--- config.mk ---
export PLATFORM = sky130hd
export DESIGN_NAME = pdp8_mem_seq
export DESIGN_NICKNAME = d
export VERILOG_FILES = /design/src/rtl/pdp8_mem_seq_pkg.sv /design/src/rtl/pdp8_mem_seq_dly_cnt.sv /design/src/rtl/pdp8_mem_seq.sv
export SDC_FILE = /design/constraint.sdc
export NUM_CORES = 1
export LEC_CHECK = 0
export ABC_CLOCK_PERIOD_IN_PS = 1900
export CAP_MARGIN = 20
export CORE_MARGIN = 5
export CORE_UTILIZATION = 35
export CTS_BUF_LIST = sky130_fd_sc_hd__clkbuf_8 sky130_fd_sc_hd__clkbuf_16
export CTS_CLUSTER_SIZE = 8
export DETAILED_ROUTE_END_ITERATION = 8
export GPL_TIMING_DRIVEN = 1
export PLACE_DENSITY = 0.66
export SYNTH_ARGS = -nofsm -noshare
export SYNTH_HDL_FRONTEND = slang
export SYNTH_HIERARCHICAL = 1
export SYNTH_SLANG_ARGS = --single-unit
--- constraint.sdc ---
create_clock -name i_clk -period 1.9 [get_ports i_clk]
set_input_delay 0.38 -clock i_clk [delete_from_list [all_inputs] [get_ports i_clk]]
set_output_delay 0.38 -clock i_clk [all_outputs]
set_load 0.05 [all_outputs]
--- src/rtl/pdp8_mem_seq_pkg.sv ---
// Shared types and constants for the pdp8_ram requester-side sequencer.
package pdp8_mem_seq_pkg;

    localparam int unsigned ADDR_W  = 15;
    localparam int unsigned DATA_W  = 12;
    localparam int unsigned CNT_W   = 4;
    localparam int unsigned CNT_MAX = 15;

    // Sequencer states; 3-bit encoding shared with other memory sequencers.
    typedef enum logic [2:0] {
        ST_IDLE     = 3'd0,
        ST_SETUP    = 3'd1,
        ST_RD_WAIT  = 3'd2,
        ST_WR_PULSE = 3'd3,
        ST_WR_HOLD  = 3'd4
    } state_e;

    // One CPU/front-panel memory request as seen on the request port.
    typedef struct packed {
        logic              we;
        logic [ADDR_W-1:0] addr;
        logic [DATA_W-1:0] wdata;
    } mem_req_t;

    // Counter load value for a phase lasting len cycles.
    function automatic logic [CNT_W-1:0] phase_load(input int unsigned len);
        return CNT_W'(len - 32'd1);
    endfunction

    // A phase length must fit the counter and last at least one cycle.
    function automatic logic phase_len_ok(input int unsigned len);
        return (len >= 32'd1) && (len <= CNT_MAX);
    endfunction

endpackage

--- src/rtl/pdp8_mem_seq_dly_cnt.sv ---
// Phase delay counter: load at phase entry, count down to zero and hold there.
module pdp8_mem_seq_dly_cnt
    import pdp8_mem_seq_pkg::*;
(
    input  logic             i_clk,
    input  logic             i_reset,
    input  logic             i_load,
    input  logic [CNT_W-1:0] i_load_val,
    output logic             o_zero_c
);

    logic [CNT_W-1:0] r_cnt;

    // Down-counter; a load always wins over the decrement.
    always_ff @(posedge i_clk) begin
        if (i_reset) begin
            r_cnt <= '0;
        end else if (i_load) begin
            r_cnt <= i_load_val;
        end else if (r_cnt != '0) begin
            r_cnt <= r_cnt - CNT_W'(1);
        end
    end

    assign o_zero_c = (r_cnt == '0);

endmodule

--- src/rtl/pdp8_mem_seq.sv ---
// Requester-side sequencer for the pdp8_ram async-SRAM port: one read or write
// per handshake, with address setup, access/write-pulse and hold phases.
module pdp8_mem_seq
    import pdp8_mem_seq_pkg::*;
#(
    parameter int unsigned ADDR_SETUP = 1,
    parameter int unsigned RD_ACCESS  = 2,
    parameter int unsigned WE_PULSE   = 2,
    parameter int unsigned WR_HOLD    = 1
) (
    input  logic              i_clk,
    input  logic              i_reset,
    input  logic              i_req_valid,
    output logic              o_req_ready_c,
    input  logic              i_req_we,
    input  logic [ADDR_W-1:0] i_req_addr,
    input  logic [DATA_W-1:0] i_req_wdata,
    output logic              o_resp_valid,
    output logic [DATA_W-1:0] o_resp_rdata,
    output logic [ADDR_W-1:0] o_ram_addr,
    output logic [DATA_W-1:0] o_ram_wdata,
    input  logic [DATA_W-1:0] i_ram_rdata,
    output logic              o_ram_rd,
    output logic              o_ram_wr
);

    // Phase lengths outside 1..15 cannot be represented by the phase counter.
    if (!phase_len_ok(ADDR_SETUP)) begin : g_bad_addr_setup
        $error("pdp8_mem_seq: ADDR_SETUP=%0d outside 1..15", ADDR_SETUP);
    end
    if (!phase_len_ok(RD_ACCESS)) begin : g_bad_rd_access
        $error("pdp8_mem_seq: RD_ACCESS=%0d outside 1..15", RD_ACCESS);
    end
    if (!phase_len_ok(WE_PULSE)) begin : g_bad_we_pulse
        $error("pdp8_mem_seq: WE_PULSE=%0d outside 1..15", WE_PULSE);
    end
    if (!phase_len_ok(WR_HOLD)) begin : g_bad_wr_hold
        $error("pdp8_mem_seq: WR_HOLD=%0d outside 1..15", WR_HOLD);
    end

    localparam logic [CNT_W-1:0] LD_SETUP = phase_load(ADDR_SETUP);
    localparam logic [CNT_W-1:0] LD_RD    = phase_load(RD_ACCESS);
    localparam logic [CNT_W-1:0] LD_WE    = phase_load(WE_PULSE);
    localparam logic [CNT_W-1:0] LD_HOLD  = phase_load(WR_HOLD);

    state_e            r_state;
    logic [ADDR_W-1:0] r_ram_addr;
    logic [DATA_W-1:0] r_ram_wdata;
    logic              r_op_we;
    logic              r_ram_rd;
    logic              r_ram_wr;
    logic              r_resp_valid;
    logic [DATA_W-1:0] r_resp_rdata;

    state_e            w_state_nxt;
    logic [ADDR_W-1:0] w_addr_nxt;
    logic [DATA_W-1:0] w_wdata_nxt;
    logic              w_we_nxt;
    logic              w_rd_nxt;
    logic              w_wr_nxt;
    logic              w_resp_nxt;
    logic [DATA_W-1:0] w_rdata_nxt;
    logic              w_cnt_load;
    logic [CNT_W-1:0]  w_cnt_val;
    logic              w_cnt_zero;
    logic              w_accept;
    mem_req_t          w_req;

    assign w_req         = '{we: i_req_we, addr: i_req_addr, wdata: i_req_wdata};
    assign o_req_ready_c = (r_state == ST_IDLE) & ~i_reset;
    assign w_accept      = i_req_valid & o_req_ready_c;

    // One shared counter times every phase; it is reloaded on each state entry.
    pdp8_mem_seq_dly_cnt u_dly_cnt (
        .i_clk      (i_clk),
        .i_reset    (i_reset),
        .i_load     (w_cnt_load),
        .i_load_val (w_cnt_val),
        .o_zero_c   (w_cnt_zero)
    );

    // Next-state and next-output logic; every phase ends when the counter is zero.
    always_comb begin
        w_state_nxt = r_state;
        w_addr_nxt  = r_ram_addr;
        w_wdata_nxt = r_ram_wdata;
        w_we_nxt    = r_op_we;
        w_rd_nxt    = r_ram_rd;
        w_wr_nxt    = r_ram_wr;
        w_resp_nxt  = 1'b0;
        w_rdata_nxt = r_resp_rdata;
        w_cnt_load  = 1'b0;
        w_cnt_val   = '0;

        case (r_state)
            ST_IDLE: begin
                w_rd_nxt = 1'b0;
                w_wr_nxt = 1'b0;
                if (w_accept) begin
                    w_addr_nxt  = w_req.addr;
                    w_we_nxt    = w_req.we;
                    if (w_req.we) begin
                        w_wdata_nxt = w_req.wdata;
                    end
                    w_state_nxt = ST_SETUP;
                    w_cnt_load  = 1'b1;
                    w_cnt_val   = LD_SETUP;
                end
            end

            ST_SETUP: begin
                if (w_cnt_zero) begin
                    w_cnt_load = 1'b1;
                    if (r_op_we) begin
                        w_state_nxt = ST_WR_PULSE;
                        w_wr_nxt    = 1'b1;
                        w_cnt_val   = LD_WE;
                    end else begin
                        w_state_nxt = ST_RD_WAIT;
                        w_rd_nxt    = 1'b1;
                        w_cnt_val   = LD_RD;
                    end
                end
            end

            ST_RD_WAIT: begin
                if (w_cnt_zero) begin
                    w_rdata_nxt = i_ram_rdata;
                    w_rd_nxt    = 1'b0;
                    w_resp_nxt  = 1'b1;
                    w_state_nxt = ST_IDLE;
                end
            end

            ST_WR_PULSE: begin
                if (w_cnt_zero) begin
                    w_wr_nxt    = 1'b0;
                    w_state_nxt = ST_WR_HOLD;
                    w_cnt_load  = 1'b1;
                    w_cnt_val   = LD_HOLD;
                end
            end

            ST_WR_HOLD: begin
                if (w_cnt_zero) begin
                    w_resp_nxt  = 1'b1;
                    w_state_nxt = ST_IDLE;
                end
            end

            default: begin
                w_state_nxt = ST_IDLE;
                w_rd_nxt    = 1'b0;
                w_wr_nxt    = 1'b0;
            end
        endcase
    end

    // State register plus registered SRAM pins and response.
    always_ff @(posedge i_clk) begin
        if (i_reset) begin
            r_state      <= ST_IDLE;
            r_ram_addr   <= '0;
            r_ram_wdata  <= '0;
            r_op_we      <= 1'b0;
            r_ram_rd     <= 1'b0;
            r_ram_wr     <= 1'b0;
            r_resp_valid <= 1'b0;
            r_resp_rdata <= '0;
        end else begin
            r_state      <= w_state_nxt;
            r_ram_addr   <= w_addr_nxt;
            r_ram_wdata  <= w_wdata_nxt;
            r_op_we      <= w_we_nxt;
            r_ram_rd     <= w_rd_nxt;
            r_ram_wr     <= w_wr_nxt;
            r_resp_valid <= w_resp_nxt;
            r_resp_rdata <= w_rdata_nxt;
        end
    end

    assign o_ram_addr   = r_ram_addr;
    assign o_ram_wdata  = r_ram_wdata;
    assign o_ram_rd     = r_ram_rd;
    assign o_ram_wr     = r_ram_wr;
    assign o_resp_valid = r_resp_valid;
    assign o_resp_rdata = r_resp_rdata;

endmodule
After elaboration in Yosys (flattened, before gate mapping):

Index checks and enable logic that the tools add are counted.

* output and inout port bits: 43
* word-level logic and storage cells: 60
* bits in registers: 50

* add/sub/neg operators: 1
* muxes and demuxes: 20
* equality and inequality tests: 11
* reduce and logical (&&, ||, !) cells: 14
* bitwise operators: 5

Operator list (count)
* two-way mux 3 bit: 4
* one-hot mux 3 bit (4 select lines): 1
* AND reduction 4 bit: 3
* two-way mux 1 bit: 10
* two-way mux 4 bit: 2
* != test 2 x 1 -> 1 bit (second input constant): 4
* OR reduction 2 bit: 4
* == test 3 x 2 -> 1 bit (second input constant): 2
* != test 2 bit (second input constant): 3
* one-hot mux 1 bit (3 select lines): 2
* zero test 4 bit: 1
* AND reduction 2 bit: 2
* nonzero test 4 bit: 1
* subtractor 4 x 1 -> 4 bit (second input constant): 1
* == test 3 x 1 -> 1 bit (second input constant): 1
* == test 3 bit (second input constant): 1
* zero test 3 bit: 1
* NOT 1 bit: 3
* AND reduction 3 bit: 1
* AND 1 bit: 2
* one-hot mux 1 bit (2 select lines): 1
* nonzero test 2 bit: 1

Longest topological paths before layout:

Gate-level depths: netlist of the first run.

* word-level depth: 6
* gate-level depth with buffers: 8
* mapped depth without buffers: 8

By module:

Netlist of the first run, hierarchy kept.

By module, submodules not included
* pdp8_mem_seq: cells each 206, area an instance 1856.8 sq um, sequential area each 920.9 sq um, instances 1
* pdp8_mem_seq_dly_cnt: cells each 24, area an instance 229.0 sq um, sequential area each 80.1 sq um, instances 1

Worst setup path after synthesis of the first run:

OpenSTA, ideal clock, no wires.

* kind: in2out
* start: input i_reset
* end: output o_req_ready_c
* setup slack: -0.647 ns
* stages on the path: 3
* data arrival time: 2.167 ns
* required time: 1.520 ns
* cell sequence: buf_2 clkbuf_1 nor4_1

* longest elaborated chain between the ends: 2

RTL lines
* start: declaration: line pdp8_mem_seq.sv:12 `input logic i_reset,`
* NOT 1 bit: line pdp8_mem_seq.sv:70 `assign o_req_ready_c = (r_state == ST_IDLE) & ~i_reset;`
* AND 1 bit: line pdp8_mem_seq.sv:70
* end: declaration: line pdp8_mem_seq.sv:14 `output logic o_req_ready_c,`

Every way passes these cells.

Worst setup path in the final report of the first run:

* start: register r_ram_addr[4], in the netlist o_ram_addr[4]
* end: output o_ram_addr[4]

RTL lines
* start: declaration: line pdp8_mem_seq.sv:47 `logic [ADDR_W-1:0] r_ram_addr;`
* start signal: assignment: line pdp8_mem_seq.sv:172 `r_ram_addr <= w_addr_nxt;`
* end: declaration: line pdp8_mem_seq.sv:20 `output logic [ADDR_W-1:0] o_ram_addr,`

No word-level cell between the ends.

==> reports/summary.txt, run 1 <==
status -> complete, no violations
clock sink total -> 50
CTS Buf Count -> 5
Die W -> 87.2 µm
Post-synth EDFFs -> 0
sequential element share of the synthesized area -> 48.0%
PwrDens -> 1020 nW/µm²
Max Buffers Root-to-Sink -> 2
minimum clock period -> 1.85 ns
mean routed wirelength per cell -> 14.1 µm
synthesized area -> 2090 µm²
total track usage -> 15.0%
total global routing overflow -> 0
share of cells above drive strength 1 -> 13.7%
antenna-violating nets left -> 0
Die Y -> 87.2 µm
RSZ-0062 raised after global routing -> false
Max-Cap Viols -> 0
XOR/XNOR Fraction of Synth Area -> 1.26%
first-pass GRT wire length -> 9150 µm
mux contribution to synthesized area -> 0.540%
placed insts -> 388
leading cell type in the layout, fill and taps excluded -> clkdlybuf4s50_1
CP top delay family -> buffers and inverters
Worst-Margin Slew -> 0.519 ns
IO buf count -> 85
post-synthesis sequential element count -> 50
initial drt markers -> 56
Critical Path Max Stage Delay -> 0.81 ns
CTS H-tree lvls -> 2
Top Ports -> 86
Clk Latency, worst-skew pair -> 0.30 ns
1st-pass router iterations -> 4
fin. max-slew vios -> 0
# DRC -> 0
skew final -> 0.00553 ns
DR vias -> 1938
initial antenna violation count -> 0
Max transition margin -> 65.3%
Crit path required time -> 1.52 ns
Peak Freq -> 539 MHz
post-synth cell types -> 44
WL final -> 5590 µm
Post-Synth Adder-Cell Area -> 0.600%
yosys warns -> 6
Post-DP HPWL -> 3970 µm
Cell Rows -> 28
Synth Area per Inst -> 9.07 µm²
Leakage -> 0.00121 µW
Initial Util -> 35.7%
compound-gate portion of the synthesized area -> 19.4%
CTS root buffer -> clkbuf_8
crit path buf inv count -> 1
largest net degree at the start of global routing -> 27
non-filler cells, final -> 396
Post-synth top flop -> dfxtp_1
main combinational cell family by area after synthesis -> simple AND/OR/NAND/NOR gates
Final Setup Violations -> 0
Core ar. -> 5850 µm²
Cells after Synth -> 230
Register-to-Register Setup Slack -> 0.16 ns
crit-path cells -> clkdlybuf4s50_1
asr flop ratio synth -> 0%
CTS tree -> done
slowest cell on the critical path -> clkdlybuf4s50_1
routed vias/inst -> 4.89
die area -> 7600 µm²
overall power -> 3250 µW
worst vdd rail ir drop -> 0.000409 V
clk slew on worst S/H paths -> 0.09 ns
Critical Path Source Type -> flop
post-synthesis simple-gate area fraction -> 23.5%
CP Max Fanout -> 2
crit share post-route -> 97.6%
Antenna Cells -> 0
number of global-route vias before repair -> 1957
most frequent cells in the layout -> clkdlybuf4s50_1, dfxtp_1, nand2_1
Layout area overhead -> 52.6%
hold crit path type -> reg -> reg
final hold viol count -> 0
routability cong. -> 0.767
Worst EP arrival -> 1.47 ns
FILL cells -> 551
nets -> 365
critical path class -> reg -> out
Setup crit end kind -> output port
[state kept, by name, indices dropped and copies added, names as in the netlist]
register	count
o_resp_rdata	12
u_dly_cnt/r_cnt	4
o_ram_wr	1
o_ram_rd	1
r_op_we	1
o_ram_addr	15
r_state	3
o_resp_valid	1
o_ram_wdata	12
[stage by stage]
stage	worst slack [ns]	util [%]	cell area (µm²)	hold slack, ns	TNS [ns]
after floorplan	0.160	-	2110	0.459	0
after global placement	-0.0238	52.8	3090	0.441	-0.109
after detailed placement	-0.0598	52.8	3090	0.446	-0.672
after CTS	0.0283	54.1	3170	0.459	0
after global routing	0.000200	54.4	3180	0.483	0
final	0.0457	54.4	3180	0.456	0
[worst paths after layout]
path	cells after the start	from	endpoint
setup / recovery	1	o_ram_addr[4]$_SDFFE_PP0P_	o_ram_addr[4]
setup reg to reg	8	u_dly_cnt/r_cnt[0]$_SDFFE_PP0P_	u_dly_cnt/r_cnt[0]$_SDFFE_PP0P_
hold / removal	2	o_resp_rdata[9]$_SDFFE_PP0P_	o_resp_rdata[9]$_SDFFE_PP0P_
hold reg to reg	2	o_resp_rdata[9]$_SDFFE_PP0P_	o_resp_rdata[9]$_SDFFE_PP0P_
[kinds of logic (layout without fill, tap and decap cells)]
| group | after synthesis | in the layout |
|---|---|---|
| adders and majority gates | 1 | 1 |
| AOI/OAI and AO/OA | 64 | 64 |
| DFF | 50 | 50 |
| muxes | 1 | 1 |
| buffers and inverters | 26 | 115 |
| xor gates and xnor gates | 3 | 3 |
| other | 1 | 3 |
| and+or+nand+nor | 84 | 84 |
[final cells by class]
| class | instances | area [µm²] | share of cell area (%) |
|---|---|---|---|
| tap | 75 | 93.8 | 2.95 |
| inverter | 7 | 26.3 | 0.825 |
| clock buffer | 5 | 68.8 | 2.16 |
| sequential | 50 | 1000 | 31.4 |
| timing repair buffer | 101 | 1000 | 31.4 |
| multi-input combinational | 156 | 982 | 30.9 |
| clock inverter | 2 | 11.3 | 0.354 |
[power breakdown]
part           internal (µW)  switching (µW)  leakage [µW]
Clock                    248             349     0.0000414
Combinational            609             755      0.000764
Sequential              1180             111      0.000408
Total                   2040            1220       0.00121
[metal layers]
metal	GRT usage, %	share of wire, %	up-vias
li1	-	-	995
met1	20.3	48	874
met2	23.1	42	62
met3	4.16	8.1	7
met5	0	0	-
met4	5.02	1.3	0
[synth_stat cells (2+ instances only)]
cell type	number	area share, %
a31o_1	9	3.8
o22ai_1	2	0.60
buf_4	2	0.72
nor3b_2	2	1.2
buf_2	7	1.7
nor4_1	2	0.60
or2_2	2	0.60
a21oi_1	25	6.0
buf_6	3	1.6
a211oi_1	2	0.72
and3_1	15	4.5
nand4bb_1	2	1.1
nor2_1	2	0.36
dfxtp_1	50	48
o21ai_0	4	0.96
nor2b_1	3	0.90
a31o_2	6	2.5
nand3_1	15	3.6
inv_1	7	1.3
nor3_1	2	0.48
xnor2_1	3	1.3
o21ai_1	10	2.4
nand2_1	29	5.2
clkbuf_1	5	0.90
or3b_1	2	0.84
[what timing repair did]
item / in CTS / in global routing
buffers inserted: 0 / 1
pin swaps: 0 / 1
hold buffers: 0 / 0
resized for setup: 1 / 3
endpoints found under the setup margin: 1 / 3
No activity file was read; power rests on OpenSTA's default activity.
==> run 2: changes to the inputs <==
ABC_CLOCK_PERIOD_IN_PS = 2300   (was 1900)
clock period = 2.3 ns   (was 1.9 ns; I/O delays follow)
==> run 2 against run 1 <==
Compared with the run above: critical path depth is 3 higher; cell area fell by 1.7%; first-iteration DRC count grew 34%.
==> reports/summary.txt, run 2 (synthesis results as in run 1) <==
most frequent cells in the layout -> clkdlybuf4s50_1, dfxtp_1, nand2_1
# DRC -> 0 (unchanged)
Max transition margin -> 63.8% (-1.5 points)
Hold Buf Count CTS -> 0 (unchanged)
Max-Cap Viols -> 0 (unchanged)
Setup crit end kind -> output port
Critical Path Source Type -> input pin
PwrDens -> 873 nW/µm² (-15%)
total global routing overflow -> 0 (unchanged)
Leakage -> 0.00116 µW (-4.5%)
Final TNS setup -> 0 ns (unchanged)
Placement Cell Area -> 3020 µm² (-2.3%)
hold crit path type -> reg -> reg
critical path class -> in -> out
Antenna Cells -> 0 (unchanged)
total track usage -> 14.6% (-0.46 points)
Layout area overhead -> 50.0%
Net Sw Power -> 962 µW (-21%)
antenna-violating nets left -> 0 (unchanged)
non-filler cells, final -> 389 (-1.8%)
Post-DP HPWL -> 3880 µm (-2.2%)
Crit path required time -> 1.84 ns (+0.32 ns)
post-route cell area -> 3130 µm² (-1.7%)
Flop pwr share -> 39.1% (-0.6 points)
WL final -> 5610 µm (+0.32%)
overall power -> 2730 µW (-16%)
CP Max Fanout -> 6 (+4)
initial antenna violation count -> 0 (unchanged)
Initial Util -> 35.7% (unchanged)
P_int -> 1770 µW (-13%)
status -> complete, no violations
placed insts -> 382 (-1.5%)
nets -> 358 (-1.9%)
minimum clock period -> 2.12 ns
clock share of power -> 22.6% (+4.2 points)
worst vdd rail ir drop -> 0.000362 V (-11%)
CTS tree -> done
final worst slack -> 0.179 ns (+0.134 ns)
Clk Latency, worst-skew pair -> 0.29 ns (about the same)
initial drt markers -> 75 (+34%)
mean routed wirelength per cell -> 14.4 µm (+2.1%)
fin. max-slew vios -> 0 (unchanged)
clk slew on worst S/H paths -> 0.09 ns (about the same)
first-pass GRT wire length -> 8890 µm (-2.9%)
# resized after CTS -> 0 (-1)
die area -> 7600 µm² (unchanged)
crit share post-route -> 92.2%
Die W -> 87.2 µm (unchanged)
Core ar. -> 5850 µm² (unchanged)
skew final -> 0.00295 ns (-0.00258 ns)
Place WS -> 0.173 ns (+0.233 ns)
share of cells above drive strength 1 -> 10.8% (-2.9 points)
clock sink total -> 50 (unchanged)
Worst EP arrival -> 1.66 ns (+0.19 ns)
RSZ-0062 raised after global routing -> false
IO buf count -> 85 (unchanged)
Die Y -> 87.2 µm (unchanged)
Top Ports -> 86 (unchanged)
Cell Rows -> 28 (unchanged)
Final Setup Violations -> 0 (unchanged)
sw frac -> 35.2% (-2.2 points)
FILL cells -> 550 (-0.18%)
final hold viol count -> 0 (unchanged)
Worst-Margin Slew -> 0.542 ns (+0.0232 ns)
Comb pwr share -> 38.3% (-3.6 points)
routability cong. -> 0.703 (-8.3%)
Peak Freq -> 472 MHz
DR vias -> 1955 (+0.88%)
CTS Buf Count -> 5 (unchanged)
CTS root buffer -> clkbuf_8
area of the multi-input gates -> 967 µm² (-1.5%)
Max Buffers Root-to-Sink -> 2 (unchanged)
routed vias/inst -> 5.03 (+2.7%)
max reg flops -> 15 (unchanged)
number of global-route vias before repair -> 1899 (-3.0%)
FF/Latch Area -> 1000 µm² (unchanged)
CTS H-tree lvls -> 2 (unchanged)
Post-CTS Setup Bufs -> 0 (unchanged)
largest net degree at the start of global routing -> 29 (+7.4%)
leading cell type in the layout, fill and taps excluded -> clkdlybuf4s50_1
1st-pass router iterations -> 4 (unchanged)
## run 2: layer usage
layer / global-route usage, % / routed length, µm / vias up / part of all wire (%)
met2: 23.3 / 2480 / 76 / 44
met4: 3.21 / 43 / 0 / 0.77
met1: 19.7 / 2540 / 894 / 45
met3: 3.88 / 544 / 4 / 9.7
li1: - / - / 981 / -
met5: 0 / 0 / - / 0
## run 2: area by class of cell
class,count,area share (%)
sequential,50,32.0
multi-input combinational,156,30.9
timing repair buffer,94,29.7
tap,75,3.00
clock buffer,6,2.64
clock inverter,1,0.960
inverter,7,0.840
## run 2: path summary, 6_finish.rpt
kind | from | endpoint | slack (ns) | depth (start not counted)
max | i_reset | o_req_ready_c | 0.18 | 4
min | o_resp_rdata[2]$_SDFFE_PP0P_ | o_resp_rdata[2]$_SDFFE_PP0P_ | 0.46 | 2
max reg2reg | u_dly_cnt/r_cnt[0]$_SDFFE_PP0P_ | u_dly_cnt/r_cnt[2]$_SDFFE_PP0P_ | 0.44 | 8
min reg2reg | o_resp_rdata[2]$_SDFFE_PP0P_ | o_resp_rdata[2]$_SDFFE_PP0P_ | 0.46 | 2
## run 2: power by group through the flow
stage / clock network (µW) / registers, µW / logic (µW)
after floorplan: 0 / 1290 / 517
after global placement: 0 / 1090 / 1040
after detailed placement: 0 / 1090 / 1050
after CTS: 645 / 1070 / 1050
after global routing: 672 / 1090 / 1130
final: 618 / 1070 / 1050
## run 2: critical path, stage by stage
cell and delay (ns):
clkdlybuf4s50_1 0.53, buf_4 0.22, nor4_2 0.26, buf_12 0.19
## run 2: metrics by stage
step	utilization (%)	hold WS, ns
2_1_floorplan	-	0.482
3_3_place_gp	51.6	0.442
3_5_place_dp	51.6	0.447
4_1_cts	53.5	0.460
5_1_grt	53.5	0.492
6_report	53.5	0.458
==> run 3: changes to the inputs <==
CAP_MARGIN = unset   (was 20)
PLACE_DENSITY = 0.67   (was 0.66)
SYNTH_HIERARCHICAL = unset   (was 1)
==> run 3 against run 2 <==
Compared with the run above: clock skew increased by 0.0037 ns; first-iteration DRC count grew 41%; global-route usage down 0.70 points.
==> reports/summary.txt, run 3 <==
status -> complete, no violations
total global routing overflow -> 0 (unchanged)
share of the synthesized area in the top cell type -> 50.1% (+2.1 points)
DR vias -> 1857 (-5.0%)
Final TNS setup -> 0 ns (unchanged)
ranking of synthesized cells by area -> dfxtp_1, nand2_1, a21oi_1, nand3_1, o21ai_0
initial antenna violation count -> 0 (unchanged)
WL met2 -> 2120 µm (-15%)
Leakage -> 0.00104 µW (-10%)
Critical Path Source Type -> input pin
Cell Rows -> 27 (-3.6%)
Post-DP HPWL -> 3670 µm (-5.4%)
Setup crit end kind -> output port
Post-CTS Setup Bufs -> 0 (unchanged)
post-synthesis sequential element count -> 50 (unchanged)
max reg flops -> 15 (unchanged)
Max-Cap Viols -> 0 (unchanged)
Die W -> 85.6 µm (-1.9%)
clock sink total -> 50 (unchanged)
hold crit path type -> reg -> reg
share of cells above drive strength 1 -> 7.14% (-3.7 points)
area leader, netlist -> dfxtp_1
Worst-Margin Slew -> 0.589 ns (+0.0471 ns)
PwrDens -> 935 nW/µm² (+7.1%)
IO buf count -> 85 (unchanged)
crit share post-route -> 84.1% (-8.1 points)
FF/Latch Area -> 1000 µm² (unchanged)
CTS H-tree lvls -> 2 (unchanged)
Max transition margin -> 60.5% (-3.3 points)
Hold Buf Count CTS -> 0 (unchanged)
# DRC -> 0 (unchanged)
FILL cells -> 539 (-2.0%)
Initial Util -> 36.1% (+0.44 points)
Peak Freq -> 517 MHz (+9.7%)
nets -> 367 (+2.5%)
post-synth cell types -> 31 (-30%)
Die Y -> 85.6 µm (-1.9%)
synthesized area -> 2000 µm² (-4.1%)
sequential element share of the synthesized area -> 50.1% (+2.1 points)
worst vdd rail ir drop -> 0.000404 V (+11%)
met3 WL post-DR -> 483 µm (-11%)
Clk Latency, worst-skew pair -> 0.29 ns (about the same)
Cells after Synth -> 242 (+5.2%)
asr flop ratio synth -> 0% (unchanged)
mean routed wirelength per cell -> 12.6 µm (-12%)
post-synthesis simple-gate area fraction -> 26.0% (+2.5 points)
area of the multi-input gates -> 875 µm² (-9.6%)
Met1 Wirelength -> 2350 µm (-7.4%)
compound-gate portion of the synthesized area -> 14.2% (-5.2 points)
Post-synth EDFFs -> 0 (unchanged)
CTS tree -> done
total track usage -> 13.9% (-0.70 points)
CTS Buf Count -> 5 (unchanged)
final hold viol count -> 0 (unchanged)
CTS root buffer -> clkbuf_8
minimum clock period -> 1.93 ns (-0.187 ns)
# resized after CTS -> 0 (unchanged)
most frequent cells in the layout -> clkdlybuf4s50_1, nand2_1, dfxtp_1
routability cong. -> 0.751 (+6.8%)
Final Setup Violations -> 0 (unchanged)
Max Used Layer -> met4
Register-to-Register Setup Slack -> 0.41 ns (-0.03 ns)
synth cell count leaders -> nand2_1, dfxtp_1, a21oi_1
leading cell type in the layout, fill and taps excluded -> clkdlybuf4s50_1
final worst slack -> 0.366 ns (+0.187 ns)
routed vias/inst -> 4.71 (-6.2%)
skew final -> 0.00666 ns (+0.00371 ns)
fin. max-slew vios -> 0 (unchanged)
antenna-violating nets left -> 0 (unchanged)
clk slew on worst S/H paths -> 0.08 ns (about the same)
Antenna Cells -> 0 (unchanged)
yosys warns -> 0 (-6)
Post-synth top flop -> dfxtp_1
1st-pass router iterations -> 4 (unchanged)
Synth Area per Inst -> 8.26 µm² (-8.9%)
largest net degree at the start of global routing -> 34 (+17%)
Place WS -> 0.271 ns (+0.0977 ns)
Core ar. -> 5540 µm² (-5.3%)
number of global-route vias before repair -> 1808 (-4.8%)
Net Count, Synth -> 287
first-pass GRT wire length -> 8420 µm (-5.3%)
Post-Synth Adder-Cell Area -> 1.25% (+0.65 points)
top-count cell post-synth -> nand2_1
Max Buffers Root-to-Sink -> 2 (unchanged)
RSZ-0062 raised after global routing -> false
Layout area overhead -> 50.8%
XOR/XNOR Fraction of Synth Area -> 1.75% (+0.49 points)
critical path class -> in -> out
CP Max Fanout -> 5 (-1)
Crit path required time -> 1.84 ns (about the same)
Top Ports -> 86 (unchanged)
main combinational cell family by area after synthesis -> simple AND/OR/NAND/NOR gates
mux contribution to synthesized area -> 0% (-0.54 points)
WL final -> 4980 µm (-11%)
die area -> 7320 µm² (-3.7%)
Worst EP arrival -> 1.47 ns (-0.19 ns)
initial drt markers -> 106 (+41%)
-- run 3: cell count changes in the layout (fill, tap and decap cells not counted), moves of 6 or more --
cell | before | now
o21ai_0 | 4 | 17
a31o_1 | 9 | 0
and3_1 | 15 | 0
nand3_1 | 15 | 26
nand2_1 | 29 | 58
o21ai_1 | 10 | 0
a31o_2 | 6 | 0
-- run 3: final timing paths --
path,from,end,depth (start not counted)
worst max-delay path,i_reset,o_req_ready_c,3
worst min-delay path,o_ram_wdata[9]$_SDFFE_PP0P_,o_ram_wdata[9]$_SDFFE_PP0P_,2
worst max register to register,u_dly_cnt.r_cnt[0]$_SDFFE_PP0P_,o_resp_rdata[1]$_SDFFE_PP0P_,6
worst min register to register,o_ram_wdata[9]$_SDFFE_PP0P_,o_ram_wdata[9]$_SDFFE_PP0P_,2
-- run 3: report_power, final --
part | leakage (µW) | switching [µW] | total, µW | internal [µW]
combinational | 0.000577 | 692 | 1120 | 432
clock | 0.0000573 | 269 | 617 | 348
sequential | 0.000408 | 96.1 | 1080 | 981
-- run 3: worst max-delay path: stages --
cell	delay, ns
clkdlybuf4s50_1	0.50
nor4_2	0.31
buf_12	0.19
-- run 3: cell type report --
type	count	share of cell area (%)
Clock buffer	6	2.74
Clock inverter	1	0.996
Inverter	4	0.498
Multi-Input combinational cell	168	29.0
Sequential cell	50	33.2
Tap cell	72	2.99
Timing Repair Buffer	93	30.6
-- run 3: kinds of logic (layout without fill, tap and decap cells) --
logic type,count (synthesis),after routing
buffers and inverters,24,104
AO/OA/AOI/OAI,53,53
XOR/XNOR,4,4
flip-flops,50,50
adder cells (fa/ha/maj),2,2
AND/OR/NAND/NOR,109,109
-- run 3: stage by stage --
stage	area [µm²]	std cells	utilization (%)	hold WS, ns	power [µW]
after floorplan	2010	242	-	0.463	1900
after global placement	2900	387	52.4	0.441	2210
after detailed placement	2900	387	52.4	0.448	2230
after CTS	3010	394	54.4	0.460	2860
after global routing	3010	394	54.4	0.478	3000
final	3010	394	54.4	0.458	2820
-- run 3: metal layers --
metal / GRT usage [%] / vias up
met5: 0 / -
met4: 2.59 / 0
met3: 6.24 / 2
met2: 21.3 / 66
met1: 18.1 / 811
li1: - / 978
